**src/rtl/mem_bus_arbiter.sv**
```systemverilog
// Arbitrates one external memory bus between instruction fetch and load/store.
// MEM has priority; a starvation counter forces one IF grant after STARVE_LIMIT MEM grants.
module mem_bus_arbiter #(
  parameter int unsigned STARVE_LIMIT = 4
) (
  input  logic        clk,
  input  logic        rst,
  input  logic        IF_Req,
  input  logic [31:0] IF_Addr,
  input  logic        IF_Flush,
  input  logic        IF_Advance,
  input  logic        MEM_Req,
  input  logic        MEM_Write,
  input  logic        MEM_Byte,
  input  logic        MEM_Half,
  input  logic        MEM_SignExt,
  input  logic [31:0] MEM_Addr,
  input  logic [31:0] MEM_WData,
  input  logic        MEM_Flush,
  input  logic        MEM_Advance,
  input  logic        Bus_Ack,
  input  logic [31:0] Bus_RData,
  output logic        IF_Stall,
  output logic        MEM_Stall,
  output logic [31:0] IF_Instruction,
  output logic [31:0] MEM_ReadData,
  output logic        MEM_AddrErr,
  output logic        Bus_Req,
  output logic        Bus_Write,
  output logic [31:0] Bus_Addr,
  output logic [31:0] Bus_WData,
  output logic [3:0]  Bus_BE
);

  localparam int unsigned CW = 4;
  localparam logic [1:0] S_IDLE     = 2'd0;
  localparam logic [1:0] S_IF_WAIT  = 2'd1;
  localparam logic [1:0] S_MEM_WAIT = 2'd2;

  logic [1:0]    r_state, w_state_nxt;
  logic          r_if_done, r_mem_done, r_discard;
  logic [CW-1:0] r_starve;
  logic          r_bus_req, r_bus_write;
  logic [31:0]   r_bus_addr, r_bus_wdata;
  logic [3:0]    r_bus_be;
  logic [31:0]   r_if_instr, r_mem_rdata;
  logic [1:0]    r_lane;
  logic          r_byte, r_half, r_sext;

  logic          w_addr_err, w_if_elig, w_mem_elig;
  logic          w_grant_if, w_grant_mem;
  logic          w_if_ack, w_mem_ack, w_if_discard;
  logic [3:0]    w_be;
  logic [31:0]   w_wdata, w_load_data;
  logic [7:0]    w_lb;
  logic [15:0]   w_lh;
  logic          w_unused;

  assign w_unused     = ^IF_Addr[1:0];
  assign w_addr_err   = MEM_Req & ~MEM_Byte & (MEM_Half ? MEM_Addr[0] : (|MEM_Addr[1:0]));
  assign w_if_elig    = IF_Req & ~r_if_done & ~IF_Flush;
  assign w_mem_elig   = MEM_Req & ~r_mem_done & ~MEM_Flush & ~w_addr_err;
  assign w_if_ack     = Bus_Ack & (r_state == S_IF_WAIT);
  assign w_mem_ack    = Bus_Ack & (r_state == S_MEM_WAIT);
  // A flush arriving on the ack edge itself still squashes the fetch.
  assign w_if_discard = r_discard | IF_Flush;

  assign IF_Stall       = IF_Req & ~r_if_done;
  assign MEM_Stall      = MEM_Req & ~r_mem_done & ~w_addr_err;
  assign MEM_AddrErr    = w_addr_err;
  assign IF_Instruction = r_if_instr;
  assign MEM_ReadData   = r_mem_rdata;
  assign Bus_Req        = r_bus_req;
  assign Bus_Write      = r_bus_write;
  assign Bus_Addr       = r_bus_addr;
  assign Bus_WData      = r_bus_wdata;
  assign Bus_BE         = r_bus_be;

  always_ff @(posedge clk) begin
    if (!rst) r_state <= S_IDLE;
    else      r_state <= w_state_nxt;
  end

  // Next state and grant selection
  always_comb begin
    w_state_nxt = r_state;
    w_grant_if  = 1'b0;
    w_grant_mem = 1'b0;
    case (r_state)
      S_IDLE: begin
        if (w_mem_elig && !(w_if_elig && (r_starve == CW'(STARVE_LIMIT)))) begin
          w_grant_mem = 1'b1;
          w_state_nxt = S_MEM_WAIT;
        end else if (w_if_elig) begin
          w_grant_if  = 1'b1;
          w_state_nxt = S_IF_WAIT;
        end
      end
      S_IF_WAIT, S_MEM_WAIT: begin
        if (Bus_Ack) w_state_nxt = S_IDLE;
      end
      default: w_state_nxt = S_IDLE;
    endcase
  end

  // Store lane steering
  always_comb begin
    if (MEM_Byte) begin
      w_be    = 4'(4'b0001 << MEM_Addr[1:0]);
      w_wdata = {4{MEM_WData[7:0]}};
    end else if (MEM_Half) begin
      w_be    = MEM_Addr[1] ? 4'b1100 : 4'b0011;
      w_wdata = {2{MEM_WData[15:0]}};
    end else begin
      w_be    = 4'b1111;
      w_wdata = MEM_WData;
    end
  end

  // Load lane extraction using the attributes latched at issue
  always_comb begin
    case (r_lane)
      2'd0:    w_lb = Bus_RData[7:0];
      2'd1:    w_lb = Bus_RData[15:8];
      2'd2:    w_lb = Bus_RData[23:16];
      default: w_lb = Bus_RData[31:24];
    endcase
    w_lh = r_lane[1] ? Bus_RData[31:16] : Bus_RData[15:0];
    if (r_byte)      w_load_data = r_sext ? {{24{w_lb[7]}}, w_lb} : {24'h0, w_lb};
    else if (r_half) w_load_data = r_sext ? {{16{w_lh[15]}}, w_lh} : {16'h0, w_lh};
    else             w_load_data = Bus_RData;
  end

  always_ff @(posedge clk) begin
    if (!rst) begin
      r_bus_req   <= 1'b0;
      r_bus_write <= 1'b0;
      r_bus_addr  <= 32'h0;
      r_bus_wdata <= 32'h0;
      r_bus_be    <= 4'h0;
      r_if_instr  <= 32'h0;
      r_mem_rdata <= 32'h0;
      r_if_done   <= 1'b0;
      r_mem_done  <= 1'b0;
      r_discard   <= 1'b0;
      r_starve    <= CW'(0);
      r_lane      <= 2'b00;
      r_byte      <= 1'b0;
      r_half      <= 1'b0;
      r_sext      <= 1'b0;
    end else begin
      if (w_grant_mem) begin
        r_bus_req   <= 1'b1;
        r_bus_write <= MEM_Write;
        r_bus_addr  <= {MEM_Addr[31:2], 2'b00};
        r_bus_wdata <= w_wdata;
        r_bus_be    <= w_be;
        r_lane      <= MEM_Addr[1:0];
        r_byte      <= MEM_Byte;
        r_half      <= MEM_Half;
        r_sext      <= MEM_SignExt;
      end else if (w_grant_if) begin
        r_bus_req   <= 1'b1;
        r_bus_write <= 1'b0;
        r_bus_addr  <= {IF_Addr[31:2], 2'b00};
        r_bus_wdata <= 32'h0;
        r_bus_be    <= 4'b1111;
      end else if (w_if_ack || w_mem_ack) begin
        r_bus_req   <= 1'b0;
        r_bus_write <= 1'b0;
      end

      if (w_grant_if)                     r_starve <= CW'(0);
      else if (w_grant_mem && w_if_elig)  r_starve <= r_starve + CW'(1);

      if (w_if_ack)                            r_discard <= 1'b0;
      else if (r_state == S_IF_WAIT && IF_Flush) r_discard <= 1'b1;

      if (w_if_ack && !w_if_discard) begin
        r_if_done  <= 1'b1;
        r_if_instr <= Bus_RData;
      end else if (r_if_done && IF_Advance) begin
        r_if_done  <= 1'b0;
      end

      if (w_mem_ack) begin
        r_mem_done <= 1'b1;
        if (!r_bus_write) r_mem_rdata <= w_load_data;
      end else if (r_mem_done && MEM_Advance) begin
        r_mem_done <= 1'b0;
      end
    end
  end

endmodule

```
**config.mk**
```make
export PLATFORM = sky130hd
export DESIGN_NAME = mem_bus_arbiter
export DESIGN_NICKNAME = d
export VERILOG_FILES = /design/src/rtl/mem_bus_arbiter.sv
export SDC_FILE = /design/constraint.sdc
export NUM_CORES = 1
export LEC_CHECK = 0
export ABC_AREA = 1
export BUFFER_PORTS_ARGS = -buffer_cell sky130_fd_sc_hd__buf_2
export CORE_ASPECT_RATIO = 0.6
export CORE_MARGIN = 2
export CORE_UTILIZATION = 49
export CTS_CLUSTER_SIZE = 14
export DETAILED_ROUTE_END_ITERATION = 10
export MAX_ROUTING_LAYER = met4
export PLACE_DENSITY = 0.81
export SYNTH_ARGS = -nofsm -noshare
export SYNTH_HDL_FRONTEND = slang
export SYNTH_SLANG_ARGS = --single-unit
```
**constraint.sdc**
```tcl
create_clock -name clk -period 2 [get_ports clk]
set_input_delay 0.2 -clock clk [delete_from_list [all_inputs] [get_ports clk]]
set_output_delay 0.2 -clock clk [all_outputs]
set_load 0.05 [all_outputs]
```
==> results.ini, run 1 <==
[run_status]
status = finished, final reports clean

[setup_path]
worstSetupEndpoint = Bus_WData[28]
r2r_slack_ns = 0.24
setup.worst_path.class = reg -> reg
cp.required_ns = 2.32
worst_r2r_path_depth = 9
endpoint_kind = flip-flop
timing.rr.end = Bus_WData[28]
startpoint = r_starve[0]
r2r_start = r_starve[0]
arrival_ns = 2.08
critPathLaunchType = flip-flop
cp_max_fo = 39

[timing]
tns_ns = 0
post-route-period-util_pct = 87.82
rsz0062_at_grt = no
drv_slew = 0
fmaxAchievable_mhz = 569.3
setup_viol = 0
hold_violations = 0
fin_worst_skew_ns = 0.01285
tightest_slew_ns = 0.5845
slew_headroom_pct = 60.89
period_minus_slack_ns = 1.756

[yosys]
synth_top_family_by_area = simple AND/OR/NAND/NOR gates
yosysTopAreaCellShare_pct = 42.20
ys.flop_type = dfxtp_1
async_reset_ff_share_pct = 0
yosysSeqAreaShare_pct = 42.20
synth_xor_area_share_pct = 0.2529
yosysTopAreaCell = dfxtp_1
syn_avg_cell_area_um2 = 6.577
synth_warnings = 0
syn_area_um2 = 6925
yosysMostFrequentCell = nand2_1
ys_ff_latch = 146
yosys.area_share.simple_pct = 28.20
synth-adder-area-share_pct = 0.9033
synthDistinctLibCells = 30
synthesis.instances = 1053
synth-edff-count = 0
synthTopCellsByCount = 300 x nand2_1, 146 x dfxtp_1, 139 x nor2_1
synth.area.top_cells = dfxtp_1 42%, nand2_1 16%, a21oi_1 7.8%, nor2_1 7.5%, o21ai_0 7.0%
synthMuxAreaShare_pct = 1.301
synth_compound_area_share_pct = 16.91

[global_routing]
grt_pass1_vias = 6535
overflow = 0
grt_max_degree = 41
antenna_found_initial = 1
grt_pass1_wl_mm = 33.09
grtUsageTotal_pct = 28.64

[final_layout]
area_growth_pct = 31.49
fin_nets = 1455
fill_cells = 1278
drive_above_1_share_pct = 26.55
final_cells = 1515

[placed_design]
dp_hpwl_mm = 15.99
place_inst = 1481
gp_routability_congestion = 0.9439
portBuffers = 273

[flow_run]
maxCapViolations = 0

[cts]
root_buffer = clkbuf_16
clock_sinks = 146
cts_tree = built
clockBufferDepth = 2
clk_pin_slew_ns = 0.06
clk_latency_ns = 0.40
cts_buffers = 17
htreeDepth = 4

[routing]
vias = 7598
drc = 0
vias_per_cell = 5.015
wire_per_inst_um = 14.30
drtAntennaViolNets = 0
drt_wl_total_mm = 21.66
initialDrtViolationCount = 732
dr.pass1.iters = 6

[pwr]
power.density_cell_area_nw_per_um2 = 894.5
peakVddDrop_mv = 0.5663
leakagePower_nw = 4.870

[floorplan]
rows = 33
fp.dieArea_um2 = 15130
die_w_um = 157.5
initial_core_util_pct = 50.37
coreArea_um2 = 13750
ios = 278
die_height_um = 96.09

[hold_path]
min_from = MEM_SignExt
min_path_type = in -> reg

[worst max-delay path, cell delays in order (launching register included)]
cell     delay [ns]
dfxtp_1        0.33
inv_1          0.08
ha_1           0.16
nand3_1        0.08
nor2_1         0.20
nor2_4         0.09
o21ai_4        0.26
buf_12         0.24
nand2_1        0.07
a21oi_1        0.15
[cell families after synthesis]
group                      count (synthesis)
AOI/OAI and AO/OA                        225
xor gates and xnor gates                   2
adders and majority gates                  5
buffers and inverters                    170
DFF                                      146
muxes                                      8
other                                      1
and+or+nand+nor                          496
[power breakdown]
part,switching [mW],internal [mW],leakage [nW]
sequential,0.0948,3.08,1.19
combinational,1.34,0.538,3.42
clock,1.27,1.83,0.262
total,2.70,5.45,4.87
[registers in the layout, summed over array words and instances, names as in the netlist]
name,cells
r_lane,2
Bus_BE,4
r_half,1
Bus_Write,1
r_starve,4
r_if_done,1
r_sext,1
r_byte,1
r_mem_done,1
IF_Instruction,32
Bus_Addr,30
r_state,2
MEM_ReadData,32
r_discard,1
Bus_WData,32
Bus_Req,1
[area by class of cell]
cell class / instances / area (um^2) / share of cell area (%)
Multi-Input combinational cell: 738 / 3324 / 36.51
Sequential cell: 146 / 2923 / 32.10
Timing Repair Buffer: 303 / 1654 / 18.16
Clock buffer: 22 / 474.2 / 5.207
Inverter: 103 / 386.6 / 4.246
Tap cell: 192 / 240.2 / 2.638
Clock inverter: 10 / 101.3 / 1.113
Antenna cell: 1 / 2.502 / 0.02748
[what timing repair did]
item / CTS / global route
setup buffers: 0 / 1
setup endpoints to repair: 0 / 20
resized for setup: 0 / 1
hold buffers: 0 / 0
[worst min path at each step]
stage / slack, ns / endpoint / cells after the start
6_report: 0.05 / r_sext / 3
5_1_grt: 0.05 / r_sext / 3
4_1_cts: 0.04 / r_sext / 3
3_5_place_dp: 0.43 / Bus_BE[1] / 2
3_3_place_gp: 0.43 / Bus_BE[3] / 2
2_1_floorplan: 0.33 / IF_Instruction[12] / 2
[metrics by stage]
step	util, %	setup WS [ns]	hold WS (ns)	area (um^2)	power [mW]
after global routing	66.23	0.02658	0.05207	9106	8.503
after floorplan	-	0.3664	0.3349	6934	4.548
after CTS	66.12	0.1853	0.04049	9091	8.171
after global placement	61.93	0.2669	0.4273	8516	5.069
final	66.23	0.2436	0.05386	9106	8.145
after detailed placement	61.93	0.2123	0.4328	8516	5.095
[cells in the final DEF (no fill, tap or decap), types with 8 or more instances in the layout]
master / netlist / final
a21oi_1: 108 / 108
a31oi_1: 8 / 8
buf_2: 17 / 273
buf_4: 8 / 25
clkbuf_16: 0 / 17
dfxtp_1: 146 / 146
inv_1: 99 / 99
mux2_2: 8 / 8
nand2_1: 300 / 300
nand3_1: 43 / 43
nor2_1: 139 / 138
o211ai_1: 8 / 8
o21ai_0: 97 / 97
[routing by layer]
layer	up-vias	track usage [%]	routed length, um
met5	-	-	0
met4	0	7.727	312
met3	22	7.249	2214
met2	355	42.65	9216
met1	3371	38.84	9919
li1	3850	-	-
(Power assumes the default switching activity.)
==> run 2, diff against run 1 <==
- PLACE_DENSITY: 0.81 -> default
- PLACE_DENSITY_LB_ADDON: default -> 0.3
==> run 2 against run 1 <==
  * Die area did not move
  * Power rose by 1.1%
  * Global-route usage rose by 0.54 points
  * Non-clock buffer count fell by 4
  * Clock skew rose by 0.0015 ns
  * Sequential share of layout area rose by 0.084 points
  * Clock-buffer cell count fell by 3
  * Critical path depth rose by 2
  * Highest routed layer unchanged
==> results.ini, run 2 (same netlist as run 1, synthesis figures left out) <==
[run_status]
status = finished, final reports clean

[final_layout]
drive_above_1_share_pct = 26.33
fin_area_um2 = 9082
fin_nets = 1451
final_common_cell = nand2_1
area_growth_pct = 31.15
final_core_util_pct = 66.06
fill_cells = 1285
mostFrequentLayoutCells = 300 x nand2_1, 273 x buf_2, 146 x dfxtp_1

[timing]
fin_worst_skew_ns = 0.01435
rsz0062_at_grt = no
fmaxAchievable_mhz = 553.6
setup_viol = 0
period_minus_slack_ns = 1.806
post-route-period-util_pct = 90.32
tightest_slew_ns = 0.6276
hold_violations = 0
tns_ns = 0
drv_slew = 0
worst_slack_ns = 0.1935
holdWs_ns = 0.05187
slew_headroom_pct = 58.00

[floorplan]
die_w_um = 157.5
die_height_um = 96.09
fp.dieArea_um2 = 15130
initial_core_util_pct = 50.37
rows = 33
ios = 278
coreArea_um2 = 13750

[pwr]
leakagePower_nw = 4.867
peakVddDrop_mv = 0.5944
power.density_cell_area_nw_per_um2 = 906.3

[setup_path]
setup.worst_path.class = reg -> reg
cp_slowest_cell = dfxtp_1
arrival_ns = 2.09
crit_path_frequent_cell = nand2_1
cp.required_ns = 2.29
critPathLaunchType = flip-flop
cp_cell_sequence = inv_1, ha_1, inv_1, nor2_1, nand2_1, nand3_1, nor2_4, buf_12, nand2_1, nand2_1, a21oi_1
cp_max_fo = 44
crit_path_max_incr_delay_ns = 0.39
endpoint_kind = flip-flop

[cts]
cts_buffers = 17
root_buffer = clkbuf_16
clk_latency_ns = 0.41
cts_tree = built
ctsHoldBuffers = 0
clock_sinks = 146
clk_pin_slew_ns = 0.06
htreeDepth = 4
clockBufferDepth = 2

[placed_design]
dp_hpwl_mm = 15.96
placed_area_um2 = 8481
portBuffers = 273
place_ws_ns = 0.2073
gp_routability_congestion = 0.9474

[flow_run]
maxCapViolations = 0

[routing]
wire_per_inst_um = 14.50
drc = 0
initialDrtViolationCount = 698
drtAntennaViolNets = 0
dr.pass1.iters = 5
vias = 7582
vias_per_cell = 5.015
drt_wl_total_mm = 21.92

[global_routing]
grt_pass1_vias = 6665
overflow = 0
grt_max_degree = 90
antenna_found_initial = 2
grt_pass1_wl_mm = 33.55
grtUsageTotal_pct = 29.18

[hold_path]
min_path_type = in -> reg

-- run 2: changes by cell type in the layout (fill, tap and decap cells not counted), moves of 2 or more --
cell        change
clkbuf_8        -2
inv_6           +3
buf_4           -3
clkinvlp_4      -3
-- run 2: timing repair --
item | in CTS | in global routing
resized for setup | 0 | 1
setup endpoints to repair | 0 | 2
buffers inserted | 0 | 0
hold endpoints to repair | 0 | 0
-- run 2: critical path: cells and delay by family, from the launching register on --
kind,cells,cell delay (ns)
adders and majority gates,1,0.21
AOI/OAI and AO/OA,1,0.06
and+or+nand+nor,6,0.69
buffers and inverters,3,0.35
DFF,1,0.39
-- run 2: layer usage --
layer  global-route usage [%]  part of all wire (%)
met1                    40.19                    46
met2                    43.38                    43
met3                    7.564                    10
met4                    6.061                  0.74
met5                        -                     0
-- run 2: path summary, 6_finish.rpt --
path | endpoint | start | slack (ns) | cells after the start
max | r_starve[2] | r_starve[0] | 0.19 | 11
min | r_mem_done | MEM_Advance | 0.05 | 4
min reg2reg | Bus_BE[3] | Bus_BE[3] | 0.44 | 2
max reg2reg | r_starve[2] | r_starve[0] | 0.19 | 11
-- run 2: where the power goes --
part	total (mW)	leakage, nW	switching [mW]	internal, mW
Combinational	1.87	3.40	1.34	0.528
Clock	3.18	0.281	1.28	1.89
Sequential	3.18	1.19	0.0959	3.08
Total	8.23	4.87	2.73	5.51
-- run 2: layout make-up --
cell class	count	area (um^2)	share of cell area, %
multi-input combinational	738	3324	36.60
sequential	146	2923	32.18
timing repair buffer	299	1612	17.74
clock buffer	19	442.9	4.877
inverter	103	386.6	4.257
tap	192	240.2	2.645
clock inverter	13	148.9	1.639
antenna	2	5.005	0.05510
-- run 2: metrics by stage --
| stage | power (mW) | cells |
|---|---|---|
| 6_report | 8.231 | 1512 |
| 5_1_grt | 8.623 | 1512 |
| 3_3_place_gp | 5.070 | 1478 |
| 2_1_floorplan | 4.548 | 1054 |
| 3_5_place_dp | 5.097 | 1478 |
| 4_1_cts | 8.289 | 1510 |
